`src/rtl/bus_arbiter_if.sv`:
```
// Register-bus arbitration interface: requester handshakes and register-slot enables.
// The slave modport is the arbiter's view; the master modport is the requester side.
interface bus_arbiter_if #(
    parameter int NumReq   = 4,
    parameter int SelWidth = 3
);
    localparam int NumSlots = 2 ** SelWidth;

    logic [NumReq-1:0]          Req;
    logic [NumReq*SelWidth-1:0] ReqSrc;
    logic [NumReq*SelWidth-1:0] ReqDst;
    logic [NumReq-1:0]          Grant;
    logic [NumReq-1:0]          Done;
    logic [NumSlots-1:0]        RegOut;
    logic [NumSlots-1:0]        RegIn;
    logic                       Busy;
    logic [15:0]                XferCount;

    modport slave (
        input  Req, ReqSrc, ReqDst,
        output Grant, Done, RegOut, RegIn, Busy, XferCount
    );

    modport master (
        output Req, ReqSrc, ReqDst,
        input  Grant, Done, RegOut, RegIn, Busy, XferCount
    );
endinterface

```
`src/rtl/bus_arbiter.sv`:
```
// Round-robin arbiter for a shared 16-bit tri-state register bus, one register move per grant.
// Define BUS_TURNAROUND_EN to insert one idle TURN cycle after every transfer.
module bus_arbiter #(
    parameter int NumReq   = 4,
    parameter int SelWidth = 3
) (
    input  logic          Clk,
    input  logic          Rst,
    bus_arbiter_if.slave  bus
);
    localparam int NumSlots = 2 ** SelWidth;
    localparam int PtrW     = (NumReq > 1) ? $clog2(NumReq) : 1;

    localparam logic [1:0] IDLE = 2'd0;
    localparam logic [1:0] XFER = 2'd1;
    localparam logic [1:0] TURN = 2'd2;

    logic [1:0]          r_state;
    logic [PtrW-1:0]     r_ptr;
    logic [NumReq-1:0]   r_grant;
    logic [NumSlots-1:0] r_reg_out;
    logic [NumSlots-1:0] r_reg_in;
    logic [15:0]         r_xfer_count;

    logic [SelWidth-1:0] w_src  [NumReq];
    logic [SelWidth-1:0] w_dst  [NumReq];
    logic [PtrW-1:0]     w_cand [NumReq];
    logic                w_found;
    logic [PtrW-1:0]     w_win;

    // w_cand[k] is the k-th requester visited when searching upward from the pointer.
    generate
        for (genvar gi = 0; gi < NumReq; gi++) begin : g_slice
            assign w_src[gi]  = bus.ReqSrc[gi*SelWidth +: SelWidth];
            assign w_dst[gi]  = bus.ReqDst[gi*SelWidth +: SelWidth];
            assign w_cand[gi] = (int'(r_ptr) + gi >= NumReq)
                              ? PtrW'(int'(r_ptr) + gi - NumReq)
                              : PtrW'(int'(r_ptr) + gi);
        end
    endgenerate

    always_comb begin
        w_found = 1'b0;
        w_win   = '0;
        for (int k = 0; k < NumReq; k++) begin
            if (!w_found && bus.Req[w_cand[k]]) begin
                w_found = 1'b1;
                w_win   = w_cand[k];
            end
        end
    end

    always_ff @(posedge Clk) begin
        if (!Rst) begin
            r_state      <= IDLE;
            r_ptr        <= '0;
            r_grant      <= '0;
            r_reg_out    <= '0;
            r_reg_in     <= '0;
            r_xfer_count <= '0;
        end else begin
            case (r_state)
                IDLE: begin
                    if (w_found) begin
                        r_state <= XFER;
                        r_grant <= NumReq'(1) << w_win;
                        // A self-move would drive and capture the same slot; leave the bus alone.
                        if (w_src[w_win] != w_dst[w_win]) begin
                            r_reg_out <= NumSlots'(1) << w_src[w_win];
                            r_reg_in  <= NumSlots'(1) << w_dst[w_win];
                        end
                        r_ptr <= (int'(w_win) == NumReq - 1) ? '0 : w_win + 1'b1;
                    end
                end
                XFER: begin
                    r_grant      <= '0;
                    r_reg_out    <= '0;
                    r_reg_in     <= '0;
                    r_xfer_count <= r_xfer_count + 16'd1;
`ifdef BUS_TURNAROUND_EN
                    r_state      <= TURN;
`else
                    r_state      <= IDLE;
`endif
                end
                TURN: r_state <= IDLE;
                default: r_state <= IDLE;
            endcase
        end
    end

    assign bus.Grant     = r_grant;
    assign bus.Done      = r_grant;
    assign bus.RegOut    = r_reg_out;
    assign bus.RegIn     = r_reg_in;
    assign bus.Busy      = (r_state != IDLE);
    assign bus.XferCount = r_xfer_count;
endmodule
```
`src/flat_wrapper.sv`:
```
// flat-port wrapper written by rule: the top's interface ports become plain ports
module bus_arbiter_flat 
#(
    parameter int NumReq   = 4,
    parameter int SelWidth = 3
)
  (Clk, Rst, bus_Req, bus_ReqSrc, bus_ReqDst, bus_Grant, bus_Done, bus_RegOut, bus_RegIn, bus_Busy, bus_XferCount);
  bus_arbiter_if #(.NumReq(NumReq), .SelWidth(SelWidth)) bus_i ();
  input  logic Clk;
  input  logic Rst;
  input wire logic [$bits(bus_i.Req)-1:0] bus_Req;
  input wire logic [$bits(bus_i.ReqSrc)-1:0] bus_ReqSrc;
  input wire logic [$bits(bus_i.ReqDst)-1:0] bus_ReqDst;
  output wire logic [$bits(bus_i.Grant)-1:0] bus_Grant;
  output wire logic [$bits(bus_i.Done)-1:0] bus_Done;
  output wire logic [$bits(bus_i.RegOut)-1:0] bus_RegOut;
  output wire logic [$bits(bus_i.RegIn)-1:0] bus_RegIn;
  output wire logic [$bits(bus_i.Busy)-1:0] bus_Busy;
  output wire logic [$bits(bus_i.XferCount)-1:0] bus_XferCount;
  assign bus_i.Req = bus_Req;
  assign bus_i.ReqSrc = bus_ReqSrc;
  assign bus_i.ReqDst = bus_ReqDst;
  assign bus_Grant = bus_i.Grant;
  assign bus_Done = bus_i.Done;
  assign bus_RegOut = bus_i.RegOut;
  assign bus_RegIn = bus_i.RegIn;
  assign bus_Busy = bus_i.Busy;
  assign bus_XferCount = bus_i.XferCount;
  bus_arbiter #(.NumReq(NumReq), .SelWidth(SelWidth)) u_core (.Clk(Clk), .Rst(Rst), .bus(bus_i));
endmodule
```
`config.mk`:
```
export PLATFORM = sky130hd
export DESIGN_NAME = bus_arbiter_flat
export DESIGN_NICKNAME = d
export VERILOG_FILES = /design/src/rtl/bus_arbiter_if.sv /design/src/rtl/bus_arbiter.sv /design/src/flat_wrapper.sv
export SDC_FILE = /design/constraint.sdc
export NUM_CORES = 1
export LEC_CHECK = 0
export BUFFER_PORTS_ARGS = -buffer_cell sky130_fd_sc_hd__buf_2
export CORE_ASPECT_RATIO = 0.6
export CORE_MARGIN = 2
export CORE_UTILIZATION = 25
export DETAILED_ROUTE_END_ITERATION = 10
export PLACE_DENSITY = 0.49
export SLEW_MARGIN = 5
export SYNTH_ARGS = -nofsm -noshare
export SYNTH_HDL_FRONTEND = slang
export SYNTH_SLANG_ARGS = --single-unit
```
`constraint.sdc`:
```
create_clock -name Clk -period 3.2 [get_ports Clk]
set_input_delay 0.16 -clock Clk [delete_from_list [all_inputs] [get_ports Clk]]
set_output_delay 0.16 -clock Clk [all_outputs]
set_load 0.02 [all_outputs]
```
Word level (Yosys, flattened, before mapping)
Index checks and enable logic that the tools add are counted.
{"block": "totals", "register_bits": 39, "ram_bits": 0, "word_cells": 79, "input_bits": 30, "output_inout_bits": 41, "latchBits": 0, "mem_bits_ro": 0, "mem_count": 0}
{"block": "classes", "n_reduce_logical": 12, "n_eq_ne": 4, "n_addsub": 9, "order_cmp": 9, "n_mux": 35, "multipliers": 0, "shift": 3, "bitwise_logic": 1, "n_div": 0}
{"cell": "2-to-1 mux 8 bit", "n": 4}
{"cell": "case mux 8 bit (2 select lines)", "n": 2}
{"cell": "2-to-1 mux 2 bit", "n": 9}
{"cell": "adder 16 x 1 -> 16 bit, second input constant", "n": 1}
{"cell": "left shift 1 x 3 -> 8 bit, first input constant", "n": 2}
{"cell": "binary-select mux 3 bit (select 2 bit)", "n": 2}
{"cell": ">= comparator 3 bit, second input constant", "n": 4}
{"cell": "< comparator 2 x 3 -> 1 bit, second input constant", "n": 4}
{"cell": "2-to-1 mux 3 bit", "n": 4}
{"cell": "binary-select mux 1 bit (select 2 bit)", "n": 4}
{"cell": "2-to-1 mux 1 bit", "n": 8}
{"cell": "case mux 4 bit (2 select lines)", "n": 1}
{"cell": "subtractor 2 x 1 -> 2 bit, second input constant", "n": 4}
{"cell": "adder 2 x 2 -> 3 bit, second input constant", "n": 2}
{"cell": "AND reduction 2 bit", "n": 3}
{"cell": "2-to-1 mux 4 bit", "n": 1}
{"cell": "inequality test 2 x 1 -> 1 bit, second input constant", "n": 2}
{"cell": "left shift 1 x 2 -> 4 bit, first input constant", "n": 1}
{"cell": "adder 2 x 1 -> 3 bit, second input constant", "n": 1}
{"cell": ">= comparator 2 x 3 -> 1 bit, second input constant", "n": 1}
{"cell": "logical AND 1 bit", "n": 3}
{"cell": "logical NOT 1 bit", "n": 3}
{"cell": "inequality test 3 bit", "n": 1}
{"cell": "inverter 2 -> 3 bit", "n": 1}
{"cell": "5 further kinds", "n": 5}

Logic depth before layout (Yosys ltp)
Gate-level depths: netlist of run 1.
{"block": "logic_depth", "depth_word": 22, "mapped_depth": 12, "ltp_nobuf": 9}

Least setup slack after synthesis of run 1
OpenSTA, ideal clock, no wires.
{"block": "synth_timing", "kind": "reg-to-reg", "from": "reg u_core.r_ptr[0]", "to": "reg u_core.r_reg_in[1] (netlist: u_core.bus.RegIn[1])", "synth_period_minus_slack_ps": 2401, "path_slack_ps": 799, "required_time_ps": 3083, "t_arrival_ps": 2283, "setup_time_ps": 117, "path_stages_with_launch": 13, "n_path_buf": 3, "cell_sequence": "dfxtp_1 > and2b_1 > a211oi_4 > nor2_4 > clkinv_2 > buf_8 > nand2_2 > a31o_4 > xor2_2 > or2_1 > buf_6 > buf_6 > a32o_1"}
{"block": "synth_between", "elab_chain_len": 22, "word_cells_on_any_way": 52, "cone_classes": "add/sub (7); order compare (4); eq/ne (3); shift (1); mux (29); bitwise (1); reduce/logical (7)"}
{"element": "start, declared", "line": "bus_arbiter.sv:19", "rtl": "logic [PtrW-1:0] r_ptr;"}
{"element": "start signal, assigned", "line": "bus_arbiter.sv:72", "rtl": "r_ptr <= (int'(w_win) == NumReq - 1) ? '0 : w_win + 1'b1;"}
{"element": "parallel branches: the longest is 22 deep, another holds adder 2 x 1 -> 3 bit"}
{"element": "end signal, assigned", "line": "bus_arbiter.sv:70", "rtl": "r_reg_in <= NumSlots'(1) << w_dst[w_win];"}
{"element": "end, declared", "line": "bus_arbiter.sv:22", "rtl": "logic [NumSlots-1:0] r_reg_in;"}
Several ways; the timed one is not identified. The select of a mux whose other input is x is not followed.
A chain may end at the register's enable or synchronous reset.

Final worst setup path of run 1
{"block": "layout_timing", "from": "reg u_core.r_ptr[0]", "to": "reg u_core.r_reg_in[5] (netlist: u_core.bus.RegIn[5])"}
Same word-level chain as after synthesis.

==> results.md, run 1 <==
- Worst-path fanout max: 16
- Min-Delay Path Class: in -> reg
- # IOs: just over 70
- First-pass GRT wire length: between 9 and 10 mm
- Die width: 121.4 µm
- Total GRT Usage: about an eighth
- Register area share after synthesis: between 30% and 40%
- Worst endpoint required time: 3.42 ns
- Die area: roughly 9000 µm²
- Most frequent cells in the layout: buf_2, dfxtp_1, nand2_1
- Largest family of logic cells by synthesized area: simple AND/OR/NAND/NOR gates
- Antenna Nets Post-Route: 0
- Leak: between 1 and 1.5 nW
- Worst Path Arrival: about 2.9 ns
- Internal Power: ~1.0 mW
- Final WS setup: approximately 0.49 ns
- Flop pwr share: ~36%
- Critical path class: reg -> reg
- Syn Nets: between 200 and 300
- Post-Synth Adder-Cell Area: under 10%
- Critical R2R Launch: u_core.r_ptr[0]
- IO buf count: 70
- Final setup fails: 0
- CTS tree: yes
- Avg Inst Size Synth: 8.828 µm²
- Most common cell after layout, fill and taps aside: buf_2
- Synth Flop Type: dfxtp_1
- Final net count: 337
- TritonCTS Buffers: 5
- CP Capture Type: flip-flop
- Die Ht: roughly 74 µm
- Post-CTS Resized: 0
- Placed wire-length estimate: around 4.4 mm
- Total chip power: 1.524 mW
- Row cnt: 25
- GR met2 Demand/Resource: between 10% and 20%
- Final instance area: around 2600 µm²
- Hold Crit Start: Rst
- Clock Power Share: between 30 and 40%
- Pins Over Slew Limit: 0
- Netlist Area Pre-Place: slightly above 2000 µm²
- Mapped Cells: around 230
- H-Tree Level Count: 2
- WHS: around 0.35 ns
- Starting Density: 26.00%
- Area Growth Syn to Fin: 27.68%
- Via count: 1902
- Power Dens Cells: 578.0 nW/µm²
- Total core area: 7945 µm²
- Met3 GRT Util: roughly 2.9%
- Unrepaired setup endpoints after global routing: false
- Xor/xnor share of the synthesized area: 7.571%
- Final std cells w/o fill: slightly above 400
- Final Hold Fails: 0
- Worst-skew pair later-pin latency: approximately 0.28 ns
- Tmin final: roughly 2.7 ns
- DP Cell Count: between 400 and 500
- Largest net degree at the start of global routing: 20
- CTS hold repair buffers: 0
- Proportion of synthesized area in mux cells: 0.4846%
- Net Switching: 488.4 µW
- Area fraction in and, or, nand and nor cells after synthesis: 23.62%
- Inserted Diodes: 0
- Area leader, netlist: dfxtp_1
- DRC Markers: 0
- Post-synth EDFFs: 0
- Dominant cells by area after synthesis: dfxtp_1, a32o_1, nand2_1, xor2_1, nor2_1
- Fin crit share: 84.64%
- Number of vias per cell: between 4 and 5
- Max Root-Sink Buffers: 2
- Pre-antenna DRT Iters: 4
- Ys Warns: 0
- Worst vdd ir: 198.1 µV
- Placed instance area: about 2500 µm²
- Vias in the first global route: between 1500 and 2000
- Gr busiest metal: met1
- Layout cell share with drive strength beyond 1: a little under a third
- Outcome: finished clean
- Number of setup buffers added after CTS: 0
- Top-area cell type share of the netlist area: 37.80%
- Combinational power share: 27.4%
- Post-Place Worst Slack: roughly 0.51 ns
- DR iter-0 viols: 100
- Sw frac: approximately a third
- Seq cells post-synth: 39
- Average wire per standard cell: 14.05 µm
- GP Congestion: about 0.77
- Clock root cell: clkbuf_16
- Final core utilization: roughly a third
- Slew headroom: about 56%
- Unique cell type count in the Yosys netlist: 49
- Total grt overflow: 0
- Fill cells: 874
- Met1 Resource Use GR: roughly 21%
- Async set-reset flop share out of synthesis: 0%
- Critical path launch point type: flip-flop
- Setup tns final: 0 ns
- Fmax: about 0.37 GHz
- Slew @ Worst Pin: roughly 0.66 ns
- Compound-Gate Fraction of Synth Area: around 22%
- Worst Skew: 0.003189 ns
- Clk sinks: 39
- Drt total wl: around 5.8 mm
- CP Launch Point: u_core.r_ptr[0]
- Clock Pin Slew Worst Setup and Hold Paths: 0.06 ns
- Max-cap viol count: 0
- Initial antenna violation count: 0
[kinds of logic after synthesis]
| family | after synthesis |
|---|---|
| AND/OR/NAND/NOR | 100 |
| flip-flops | 39 |
| AO/OA/AOI/OAI | 57 |
| XOR/XNOR | 17 |
| adder cells (fa/ha/maj) | 5 |
| buffers and inverters | 15 |
| multiplexers | 1 |
[critical path: stages, from the launching register on]
cell	delay [ns]
dfxtp_1	0.31
nor2b_1	0.21
nor2_1	0.09
o221a_2	0.39
inv_1	0.18
nand3_1	0.20
and4_1	0.25
o21ai_1	0.25
or2_1	0.51
a32o_1	0.25
[synthesized netlist by cell type (all sizes together) (6+ instances only)]
master	instances
nor2	25
nand2	31
a211oi	6
a21oi	11
dfxtp	39
o21ai	12
nor2b	7
a32o	12
xor2	12
buf	9
nand3	12
[registers in the layout, summed over array words and instances (netlist names)]
name / count
u_core.bus.RegOut: 8
u_core.bus.Done: 4
u_core.r_state: 1
u_core.r_ptr: 2
u_core.bus.XferCount: 16
u_core.bus.RegIn: 8
[cell type report]
| type | instances | area (µm²) | share of cell area, % |
|---|---|---|---|
| Multi-Input combinational cell | 180 | 1177 | 44.64 |
| Timing Repair Buffer | 72 | 365.4 | 13.85 |
| Clock buffer | 5 | 125.1 | 4.744 |
| Tap cell | 108 | 135.1 | 5.123 |
| Sequential cell | 39 | 780.7 | 29.60 |
| Clock inverter | 2 | 37.54 | 1.423 |
| Inverter | 4 | 16.27 | 0.6167 |
[per-layer routing]
| metal | wire (µm) | up-vias |
|---|---|---|
| met2 | 2220 | 42 |
| met3 | 267 | 6 |
| met5 | 0 | - |
| met4 | 58 | 0 |
| li1 | - | 970 |
| met1 | 3213 | 884 |
[final timing paths]
kind / end / slack (ns) / cells past startpoint
hold / removal: u_core.bus.Done[3] / 0.35 / 3
hold reg to reg: u_core.bus.RegIn[6] / 0.47 / 1
setup reg to reg: u_core.bus.RegIn[5] / 0.49 / 9
setup / recovery: u_core.bus.RegIn[5] / 0.49 / 9
[power by group through the flow]
stage / sequential, mW / combinational [mW] / clock (mW)
floorplan: 0.582 / 0.293 / 0
global placement: 0.554 / 0.418 / 0
detailed placement: 0.555 / 0.418 / 0
CTS: 0.545 / 0.420 / 0.575
global route: 0.549 / 0.467 / 0.593
finish: 0.545 / 0.418 / 0.561
Power figures use the tool's default switching activity.
==> inputs of run 2 (changes only) <==
ABC_AREA = 1   (was not set)
PLACE_DENSITY = 0.47   (was 0.49)
clock period = 2.6 ns   (was 3.2 ns; I/O delays follow)
==> results.md, run 2 <==
- Outcome: finished clean
- Async set-reset flop share out of synthesis: 0%
- Row cnt: 28
- Critical R2R Launch: u_core.r_ptr[0]
- Top-area cell type share of the netlist area: between 30% and 40%
- Antenna Nets Post-Route: 0
- Number of flip-flops in the largest register: 16
- # IOs: between 70 and 80
- Layout cell share with drive strength beyond 1: a little under a third
- Fin crit share: a little over nine tenths
- Critical path class: reg -> reg
- Clock root cell: clkbuf_16
- First-pass GRT wire length: between 10 and 15 mm
- Post-synth EDFFs: 0
- Worst Path Arrival: 2.61 ns
- Fmax: ~0.4 GHz
- Register area share after synthesis: slightly above 30%
- Worst Skew: about 0.0065 ns
- Area leader, netlist: dfxtp_1
- Ys Warns: 0
- GP Congestion: 0.8698
- Most frequent cells in the layout: nand2_1, buf_2, inv_1
- Die Ht: around 82 µm
- Slew headroom: 75.66%
- Worst-path fanout max: 10
- Via count: 2835
- Syn Nets: 452
- Synth Flop Type: dfxtp_1
- Die width: between 100 and 150 µm
- Initial antenna violation count: 0
- Min-Delay Path Class: in -> reg
- Setup tns final: 0 ns
- Worst endpoint required time: roughly 2.8 ns
- Area Growth Syn to Fin: 37.40%
- Critical path launch point type: flip-flop
- Netlist Area Pre-Place: roughly 2600 µm²
- CP Launch Point: u_core.r_ptr[0]
- Starting Density: about 26%
- Sequential cell area: between 700 and 800 µm²
- Hold Crit Start: Rst
- Vias in the first global route: 2420
- Final Hold Fails: 0
- Slew @ Worst Pin: 0.3652 ns
- Unique cell type count in the Yosys netlist: 27
- WHS: 0.3442 ns
- Tmin final: roughly 2.4 ns
- CTS tree: yes
- Inserted Diodes: 0
- Dominant cells by area after synthesis: dfxtp_1, nand2_1, nand3_1, inv_1, nor2_1
- IO buf count: 70
- Placed wire-length estimate: ~5.5 mm
- Avg Inst Size Synth: around 6.1 µm²
- Total grt overflow: 0
- Final net count: 530
- Fill cells: 1120
- Multi-input logic area: between 1500 and 2000 µm²
- Die area: between 10000 and 15000 µm²
- Final setup fails: 0
- Most instantiated library cell after synthesis: nand2_1
- Drt total wl: about 7.7 mm
- Number of vias per cell: around 4.5
- Final core utilization: 35.50%
- Average wire per standard cell: 12.15 µm
- Max-cap viol count: 0
- Pins Over Slew Limit: 0
- DR iter-0 viols: 145
- Total core area: 9879 µm²
- Clk sinks: 39
- Pre-antenna DRT Iters: 4
- Largest net degree at the start of global routing: 35
- Max Root-Sink Buffers: 2
- CTS hold repair buffers: 0
- List of most frequent post-synthesis cells: nand2_1, nand3_1, inv_1
- Total GRT Usage: approximately an eighth
- Mapped Cells: 417
- CP Capture Type: flip-flop
- TritonCTS Buffers: 5
- Seq cells post-synth: 39
- Most common cell after layout, fill and taps aside: nand2_1
- H-Tree Level Count: 2
- DRC Markers: 0
- Clock Pin Slew Worst Setup and Hold Paths: approximately 0.06 ns
- Worst-skew pair later-pin latency: 0.28 ns
==> run 2: changes by cell type after synthesis, sizes merged, moves of 5 or more <==
cell and change:
nor2b -7, a21oi +18, a32o -12, xnor2 -5, nor2 +18, nand2 +113, nand3 +41, xor2 -11
inv +47, a211oi -5, buf +7
==> run 2: metrics by stage <==
step	cells	setup slack [ns]	area, µm²
floorplan	417	0.3993	2552
global placement	610	0.03938	2992
detailed placement	610	0.05349	2992
CTS	618	0.01516	3161
global route	631	-0.05714	3507
finish	631	0.1584	3507
==> run 2: path summary, 6_finish.rpt <==
kind / end / slack, ns / cells past startpoint
hold / removal: u_core.bus.XferCount[4] / 0.34 / 4
hold reg to reg: u_core.bus.RegOut[6] / 0.47 / 2
setup reg to reg: u_core.bus.RegIn[6] / 0.16 / 20
setup / recovery: u_core.bus.RegIn[6] / 0.16 / 20
==> run 2: critical path, stage by stage (launching register included) <==
cell,delay [ns]
dfxtp_2,0.36
buf_6,0.16
nand2_1,0.08
nand2_2,0.11
nand2_1,0.07
nand2_1,0.08
nand2_2,0.09
nand2_2,0.10
nand2_2,0.10
nand3_4,0.14
buf_4,0.12
nand2_1,0.04
nand3_1,0.09
nand2_2,0.08
nand2_1,0.08
nand2_2,0.06
nor2_4,0.14
buf_12,0.15
nand2_8,0.08
a21oi_1,0.14
nor2_1,0.06
==> run 2: what timing repair did <==
action	CTS	global route
endpoints found under the setup margin	0	16
setup buffers	0	7
resized for setup	0	52
==> run 2: per-layer routing <==
metal / up-vias / global-route usage [%] / wire (µm)
li1: 1481 / - / -
met1: 1264 / 18.80 / 4110
met2: 78 / 18.01 / 2963
met3: 12 / 3.846 / 476
met4: 0 / 3.053 / 119
met5: - / 0 / 0
==> run 2: area by class of cell <==
class                           count  share of cell area, %
Inverter                           49                  5.673
Timing Repair Buffer               87                  14.81
Sequential cell                    39                  22.40
Multi-Input combinational cell    313                  47.48
Clock buffer                        5                  3.568
Clock inverter                      3                  1.249
Tap cell                          135                  4.816
==> run 2: cells by family (layout without fill, tap and decap cells) <==
group	after synthesis	after routing	synth area share, %
simple gates	256	261	44.51
buf+inv	70	144	12.99
compound gates	46	46	9.118
flops	39	39	30.59
fa+ha+maj	5	5	2.451
xor+xnor	1	1	0.3432
Power of run 2 is left out: the tool's default activity adds up to more than one toggle a clock period on the data nets, which glitch-free logic cannot reach.
==> inputs of run 3 (changes only) <==
CORE_ASPECT_RATIO = not set   (was 0.6)
==> results.md, run 3 (synthesized netlist as in run 2, its figures left out) <==
- Outcome: finished clean
- Layout cell share with drive strength beyond 1: 30.52%
- Average wire per standard cell: about 12 µm
- Largest net degree at the start of global routing: 37
- Max-cap viol count: 0
- Worst path slowest cell: dfxtp_4
- Most frequent cells in the layout: nand2_1, buf_2, nand3_1
- Slew @ Worst Pin: 0.3736 ns
- Tmin final: approximately 2.5 ns
- Clock root cell: clkbuf_8
- CP Capture Type: flip-flop
- Critical R2R Launch: u_core.r_ptr[0]
- Fill cells: between 1000 and 1500
- CTS tree: yes
- Total core area: roughly 10000 µm²
- CTS hold repair buffers: 0
- Via count: around 2800
- Hold EP: u_core.bus.RegOut[1]
- Worst-skew pair later-pin latency: 0.28 ns
- Worst endpoint required time: between 2 and 3 ns
- Initial antenna violation count: 0
- First-pass GRT wire length: 11.36 mm
- Antenna Nets Post-Route: 0
- Fin crit share: approximately 95%
- TritonCTS Buffers: 5
- GP Congestion: 0.8009
- Die area: approximately 11000 µm²
- Pre-antenna DRT Iters: 5
- # IOs: 71
- Worst-path fanout max: 11
- Min-Delay Path Class: in -> reg
- Critical path class: reg -> reg
- Worst Skew: just under 0.003 ns
- Final net count: about 530
- H-Tree Level Count: 2
- Unrepaired setup endpoints after global routing: true
- Die Ht: approximately 110 µm
- WHS: roughly 0.35 ns
- Slew headroom: roughly 75%
- Clk sinks: 39
- DRC Markers: 0
- Critical path launch point type: flip-flop
- Worst Path Arrival: 2.65 ns
- DR iter-0 viols: 66
- Number of flip-flops in the largest register: 16
- Max incr delay on CP: 0.36 ns
- Final Hold Fails: 0
- Row cnt: 36
- IO buf count: 70
- Placed wire-length estimate: 5.145 mm
- Reg2Reg Depth: 18
- Crit-path cells: buf_4 -> nand2_1 -> nand2_2 -> nand2_2 -> nand2_4 -> nor2_8 -> nand3_4 -> buf_8 -> nand3b_1 -> nand2_1 -> nand2_1 -> nand2_2 -> nand2_1 -> nand2_2 -> nor2_4 -> nand2_4 -> a21oi_1 -> nor2_1
- Inserted Diodes: 0
- Total GRT Usage: between 10% and 20%
- Clock Pin Slew Worst Setup and Hold Paths: roughly 0.070 ns
- Drt total wl: 7.419 mm
- Number of vias per cell: roughly 4.5
- Total grt overflow: 0
- Max Root-Sink Buffers: 2
- Pins Over Slew Limit: 0
- Most common cell after layout, fill and taps aside: nand2_1
- WHS Path Cells: 4
- Vias in the first global route: ~2500
- R2R Path End: u_core.bus.RegOut[6]
- Area Growth Syn to Fin: 31.96%
- Fmax: between 0.4 and 0.5 GHz
- Starting Density: between 20 and 30%
- Flop2flop setup slack: ~0.13 ns
- Final setup fails: 0
- Die width: 105.0 µm
- Hold Crit Start: Rst
-- run 3: cell count changes in the layout (fill, tap and decap cells not counted), sizes merged --
cell    previous run  this run
buf               86        91
bufinv             1         0
clkinv             2         1
nand3             54        53
-- run 3: per-stage QoR --
stage               util [%]  TNS, ns  std cells  cell area [µm²]  setup slack [ns]
floorplan                  -        0        417             2552            0.3993
global placement       30.23        0        607             2982           0.06100
detailed placement     30.23        0        607             2982           0.05100
CTS                    31.11        0        614             3069           0.02028
global route           34.15  -0.8150        631             3368          -0.06426
finish                 34.15        0        631             3368            0.1267
-- run 3: critical path, delay by kind of cell, from the launching register on --
family | cells | cell delay, ns
compound gates | 1 | 0.16
buf+inv | 2 | 0.31
flops | 1 | 0.36
simple gates | 15 | 1.53
-- run 3: how the worst max path moves through the flow --
stage                    start                   end  slack, ns
2_1_floorplan  u_core.r_ptr[0]   u_core.bus.RegIn[0]       0.40
3_3_place_gp   u_core.r_ptr[1]   u_core.bus.RegIn[7]       0.06
3_5_place_dp   u_core.r_ptr[1]   u_core.bus.RegIn[1]       0.05
4_1_cts        u_core.r_ptr[1]   u_core.bus.RegIn[1]       0.02
5_1_grt        u_core.r_ptr[0]   u_core.bus.RegIn[5]      -0.06
6_report       u_core.r_ptr[0]  u_core.bus.RegOut[6]       0.13
-- run 3: per-layer routing --
metal | GRT usage, % | share of wire (%)
met5 | 0 | 0
met4 | 2.286 | 0.59
met3 | 2.682 | 4.4
met2 | 23.05 | 50
met1 | 14.45 | 45
-- run 3: cell type report --
| cell class | instances | area [µm²] | share of cell area (%) |
|---|---|---|---|
| timing repair buffer | 91 | 526.8 | 15.64 |
| clock inverter | 1 | 5.005 | 0.1486 |
| clock buffer | 6 | 82.58 | 2.452 |
| inverter | 49 | 191.4 | 5.684 |
| tap | 133 | 166.4 | 4.941 |
| multi-input combinational | 312 | 1610 | 47.81 |
| sequential | 39 | 785.8 | 23.33 |
-- run 3: repair_timing --
action / 4_1_cts / 5_1_grt
endpoints found under the setup margin: 0 / 17
gates resized for setup: 0 / 52
buffers inserted: 0 / 12
Power of run 3 is left out for the same reason.
